## config.mk

```make
export PLATFORM = sky130hd
export DESIGN_NAME = ls_dma_engine
export DESIGN_NICKNAME = d
export VERILOG_FILES = /design/src/rtl/ls_dma_engine.sv
export SDC_FILE = /design/constraint.sdc
export NUM_CORES = 1
export LEC_CHECK = 0
export ABC_CLOCK_PERIOD_IN_PS = 13600
export CELL_PAD_IN_SITES_DETAIL_PLACEMENT = 1
export CELL_PAD_IN_SITES_GLOBAL_PLACEMENT = 1
export CORE_AREA = 8 8 241 243
export DETAILED_ROUTE_END_ITERATION = 10
export DIE_AREA = 0 0 249 251
export HOLD_SLACK_MARGIN = 0.05
export PLACE_DENSITY = 0.8
export SYNTH_ARGS = -nofsm -noshare
export SYNTH_HDL_FRONTEND = slang
export SYNTH_SLANG_ARGS = --single-unit
```

## constraint.sdc

```tcl
create_clock -name clk -period 13.6 [get_ports clk]
set_input_delay 4.08 -clock clk [delete_from_list [all_inputs] [get_ports clk]]
set_output_delay 4.08 -clock clk [all_outputs]
set_load 0.1 [all_outputs]
```

## src/rtl/ls_dma_engine.sv

```systemverilog
// rtl/ls_dma_engine.sv - Local-store DMA engine moving quadwords between LS and an external bus.
module ls_dma_engine #(
  parameter int LS_AW   = 11,
  parameter int LEN_W   = 8,
  parameter int MAX_OUT = 4
) (
  input  logic             clk,
  input  logic             reset,
  input  logic             cmd_valid,
  output logic             cmd_ready,
  input  logic             cmd_dir,
  input  logic [LS_AW-1:0] cmd_lsa,
  input  logic [31:0]      cmd_ea,
  input  logic [LEN_W-1:0] cmd_len,
  input  logic [4:0]       cmd_tag,
  output logic             ls_req,
  output logic             ls_we,
  output logic [LS_AW-1:0] ls_addr,
  output logic [127:0]     ls_wdata,
  input  logic             ls_gnt,
  input  logic [127:0]     ls_rdata,
  output logic             ext_req_valid,
  input  logic             ext_req_ready,
  output logic             ext_req_we,
  output logic [31:0]      ext_req_addr,
  output logic [127:0]     ext_wdata,
  input  logic             ext_rsp_valid,
  output logic             ext_rsp_ready,
  input  logic [127:0]     ext_rdata,
  output logic             done,
  output logic [4:0]       done_tag
);
  localparam int OW = $clog2(MAX_OUT + 1);

  typedef enum logic [1:0] {S_IDLE, S_GET, S_PUT, S_DONE} state_t;
  state_t state, state_nx;

  logic [LS_AW-1:0] lsa;
  logic [31:0]      ea;
  logic [LEN_W-1:0] len;
  logic [4:0]       tag;
  // cnt_a: reads issued (ext reads in GET, LS reads in PUT); cnt_b: quadwords retired
  logic [LEN_W-1:0] cnt_a, cnt_b;
  logic [OW-1:0]    outstanding;
  logic [127:0]     fifo [2];
  logic             wptr, rptr, inflight;
  logic [1:0]       fifo_count;
  logic             req_hs, rsp_hs, ls_hs;

  always_ff @(posedge clk) begin
    if (reset) state <= S_IDLE;
    else       state <= state_nx;
  end

  always_comb begin
    state_nx      = state;
    cmd_ready     = 1'b0;
    ls_req        = 1'b0;
    ls_we         = 1'b0;
    ls_addr       = '0;
    ls_wdata      = '0;
    ext_req_valid = 1'b0;
    ext_req_we    = 1'b0;
    ext_req_addr  = '0;
    ext_wdata     = '0;
    ext_rsp_ready = 1'b0;
    done          = 1'b0;
    done_tag      = '0;
    case (state)
      S_IDLE: begin
        cmd_ready = 1'b1;
        if (cmd_valid) begin
          if (cmd_len == '0) state_nx = S_DONE;
          else               state_nx = cmd_dir ? S_PUT : S_GET;
        end
      end
      S_GET: begin
        ext_req_valid = (cnt_a < len) && (outstanding < OW'(MAX_OUT));
        ext_req_addr  = ea + 32'(cnt_a);
        ext_rsp_ready = ls_gnt;
        ls_req        = ext_rsp_valid;
        ls_we         = ext_rsp_valid;
        ls_addr       = lsa + LS_AW'(cnt_b);
        ls_wdata      = ext_rdata;
        if (cnt_b == len) state_nx = S_DONE;
      end
      S_PUT: begin
        // A read granted last cycle already owns a FIFO slot
        ls_req        = (cnt_a < len) && ((fifo_count + 2'(inflight)) < 2'd2);
        ls_addr       = lsa + LS_AW'(cnt_a);
        ext_req_valid = (fifo_count != 2'd0);
        ext_req_we    = 1'b1;
        ext_req_addr  = ea + 32'(cnt_b);
        ext_wdata     = fifo[rptr];
        if (cnt_b == len) state_nx = S_DONE;
      end
      S_DONE: begin
        done     = 1'b1;
        done_tag = tag;
        state_nx = S_IDLE;
      end
      default: state_nx = S_IDLE;
    endcase
  end

  assign req_hs = ext_req_valid & ext_req_ready;
  assign rsp_hs = ext_rsp_valid & ext_rsp_ready;
  assign ls_hs  = ls_req & ls_gnt;

  always_ff @(posedge clk) begin
    if (reset) begin
      lsa         <= '0;
      ea          <= '0;
      len         <= '0;
      tag         <= '0;
      cnt_a       <= '0;
      cnt_b       <= '0;
      outstanding <= '0;
      fifo[0]     <= '0;
      fifo[1]     <= '0;
      wptr        <= 1'b0;
      rptr        <= 1'b0;
      inflight    <= 1'b0;
      fifo_count  <= '0;
    end else begin
      if (state == S_IDLE && cmd_valid) begin
        lsa         <= cmd_lsa;
        ea          <= cmd_ea;
        len         <= cmd_len;
        tag         <= cmd_tag;
        cnt_a       <= '0;
        cnt_b       <= '0;
        outstanding <= '0;
        wptr        <= 1'b0;
        rptr        <= 1'b0;
        inflight    <= 1'b0;
        fifo_count  <= '0;
      end
      if (state == S_GET) begin
        if (req_hs) cnt_a <= cnt_a + LEN_W'(1);
        if (rsp_hs) cnt_b <= cnt_b + LEN_W'(1);
        case ({req_hs, rsp_hs})
          2'b10:   outstanding <= outstanding + OW'(1);
          2'b01:   outstanding <= outstanding - OW'(1);
          default: outstanding <= outstanding;
        endcase
      end
      if (state == S_PUT) begin
        inflight <= ls_hs;
        if (ls_hs) cnt_a <= cnt_a + LEN_W'(1);
        if (inflight) begin
          fifo[wptr] <= ls_rdata;
          wptr       <= ~wptr;
        end
        if (req_hs) begin
          rptr  <= ~rptr;
          cnt_b <= cnt_b + LEN_W'(1);
        end
        fifo_count <= fifo_count + 2'(inflight) - 2'(req_hs);
      end
    end
  end
endmodule

```

==> run metrics <==
slowest stage delay, CP=1.16 ns; crit share post-route=75.46%; max-slew violations=0; Cell Chain, Critical Path=clkdlybuf4s50_1, and2_1, clkdlybuf4s50_1; maximum fanout along the worst path=1; share of layout cells above drive strength 1=4.702%; Clock Skew=0.03678 ns; Port-buffer cells=629; largest net degree at the start of global routing=98; Residual DRC=0; core area=0.05434 mm²; most used cell along the critical path=clkdlybuf4s50_1; Req. time, crit path=9.52 ns; CP Class=in -> out; Sw Pwr=2.105 mW; routed len/inst=25.02 µm; Synth cell types=63; htree depth=2; Finish-stage setup viols=0; clk sinks=338; Final Hold Fails=0; post_cts resized=0; fin crit period=10.26 ns; Slew @ Worst Pin=1.268 ns; outcome=finished clean; Hold Path Sink=tag[3]; Sum Neg Setup Slack=0 ns; Initial Utilization=32.41%; worst reg2reg path startpoint=state[0]; GPL Wtd Cong=0.9208; Post-synth ARST share=0%; Post-Syn Instances=1692; RR Endpoint=fifo[0][59]; Seq cells post-synth=338; post-CTS setup buffers=0; Design Power=4.357 mW; Tot GR Track Use=23.35%; DR vias=14730; Leak Pwr=9.210 nW; Internal=2.252 mW; Synth Flop Type=edfxtp_1; Via density=4.893; die area=0.06250 mm²; drt pass-1 iters=4; EDFF count, synth=256; number of global-route vias before repair=16060; Die Width=249 µm; switching part of the total=48.31%; hold buffer count at CTS=0; clock buffer depth=3; CP max-delay cell=clkdlybuf4s50_1; RSZ-0062 raised after global routing=no; Net Count, Synth=2045; Synth Cell Area=0.01761 mm²; fin nets=2620; total power divided by cell area=168.8 mW/mm²; remaining antenna violation count=0; number of cells on the worst reg-to-reg path=7; max cap viols=0; hpwl dp=57.17 mm; initial antenna violation count=20; highest clock rate=97.45 MHz; IO Count=630; Rel. slew slack=15.20%; flop2flop setup slack=9.61 ns; Comb power frac=48.1%; Synth Area per Inst=10.41 µm²; Synth-to-Final Area Change=46.54%; Seq/Total Area, Yosys=52.98%; Rows=86; CTS root buf=clkbuf_16; Overflow after GRT=0; CTS tree=done; total CTS buffers=40; Hold WC Path Type=reg -> reg; Critical Path End Type=output pin; Synth Warn #=0; sequential share of power=27.7%; Die H=251 µm; final WL=75.33 mm; clock power share=24.2%; Worst setup SP type=primary input; hold path depth=2; CTS clk-pin slew, worst paths=0.05 ns; CP arrival=6.18 ns; worst skew pair latency=0.57 ns; beginning of the worst hold path=tag[3]; Max VDD drop=130.9 µV; first-pass GRT wire length=110.1 mm; initial detailed-routing violation count=680
## metrics by stage
step	hold slack, ns	util (%)	cells	cell area [µm²]	worst slack [ns]
after detailed placement	0.4575	45.10	2929	24500	3.382
after global placement	0.4400	45.10	2929	24500	3.384
final	0.4635	47.49	3011	25800	3.338
after global routing	0.4892	47.45	3003	25780	3.361
after floorplan	0.4317	-	1692	17610	2.902
after CTS	0.4662	47.44	3001	25780	3.375
## area by class of cell
type | count | area [µm²]
well taps | 704 | 880.8
flip-flops and latches | 338 | 9333
clock buffers | 50 | 1039
multi-input cells | 1210 | 7771
repair buffers | 642 | 6386
fillers | 5860 | 28530
clock inverters | 22 | 236.5
diodes | 10 | 25.02
inverters | 35 | 133.9
## per-layer routing
| layer | GRT usage (%) | vias to the layer above | part of all wire [%] |
|---|---|---|---|
| met1 | 27.76 | 7338 | 41 |
| met3 | 5.856 | 77 | 6.4 |
| met4 | 4.290 | 10 | 1.4 |
| met5 | 0 | - | 0.081 |
| li1 | - | 6914 | - |
| met2 | 42.65 | 395 | 52 |
## cell usage in the layout, fill, tap and decap left out, drive strengths merged, types with 12 or more instances in the layout
cell type	netlist	routed
o21ai	22	22
nand2b	13	13
inv	34	37
clkdlybuf4s50	0	627
xnor2	21	21
mux2i	135	135
a21boi	12	12
a21oi	81	81
edfxtp	256	256
nand3	29	29
nor2b	12	12
clkinv	1	16
mux2	17	17
and2	416	416
clkbuf	85	50
dfxtp	82	82
ha	31	31
buf	24	15
nand2	153	153
nor2	151	151
## synthesized netlist by cell type (all sizes together), types with 9 or more instances
cell type / n / share of area, %
edfxtp: 256 / 44
a31oi: 9 / 0.32
mux2: 17 / 1.1
and3: 10 / 0.36
inv: 34 / 0.72
dfxtp: 82 / 9.3
xnor2: 21 / 1.0
nand2b: 13 / 0.46
nor2: 151 / 3.2
nand3: 29 / 0.90
mux2i: 135 / 7.7
and2: 416 / 15
ha: 31 / 2.2
nand2: 153 / 3.3
xor2: 9 / 0.45
nor2b: 12 / 0.43
clkbuf: 85 / 1.8
buf: 24 / 0.59
o21ai: 22 / 0.65
a21boi: 12 / 0.53
a21oi: 81 / 2.4
## power by group through the flow
stage / Clock, mW / Combinational, mW / Sequential, mW
2_1_floorplan: 0 / 1.52 / 1.22
3_3_place_gp: 0 / 2.09 / 1.22
3_5_place_dp: 0 / 2.11 / 1.23
4_1_cts: 1.08 / 2.11 / 1.21
5_1_grt: 1.12 / 2.17 / 1.21
6_report: 1.05 / 2.10 / 1.21
## sequential cells by signal, summed over array words and instances, names as in the netlist
register	count
cnt_b	8
outstanding	3
fifo_count	2
tag	5
lsa	11
rptr	1
wptr	1
fifo	256
ea	32
len	8
inflight	1
cnt_a	8
state	2
## logic make-up (layout without fill, tap and decap cells)
group	after synthesis	in the layout	synth area share, %
muxes	152	152	8.761
other	0	10	0
AOI/OAI and AO/OA	167	167	5.954
xor gates and xnor gates	30	30	1.492
buffers and inverters	144	749	3.155
DFF	338	338	52.98
adders and majority gates	34	34	2.544
and+or+nand+nor	827	827	25.12
## worst max-delay path, delay by kind of cell
| kind | cells | cell delay, ns |
|---|---|---|
| buffers and inverters | 2 | 1.88 |
| AND/OR/NAND/NOR | 1 | 0.21 |
## worst max-delay path by stage
stage                   startpoint               end  slack [ns]  cells past startpoint
floorplan                 state[0]  ext_req_addr[27]        2.90                     13
global placement     ext_rdata[84]      ls_wdata[84]        3.38                      3
detailed placement   ext_rdata[84]      ls_wdata[84]        3.38                      3
CTS                 ext_rdata[101]     ls_wdata[101]        3.37                      3
global route        ext_rdata[101]     ls_wdata[101]        3.36                      3
finish               ext_rdata[84]      ls_wdata[84]        3.34                      3
(Power assumes the default switching activity.)
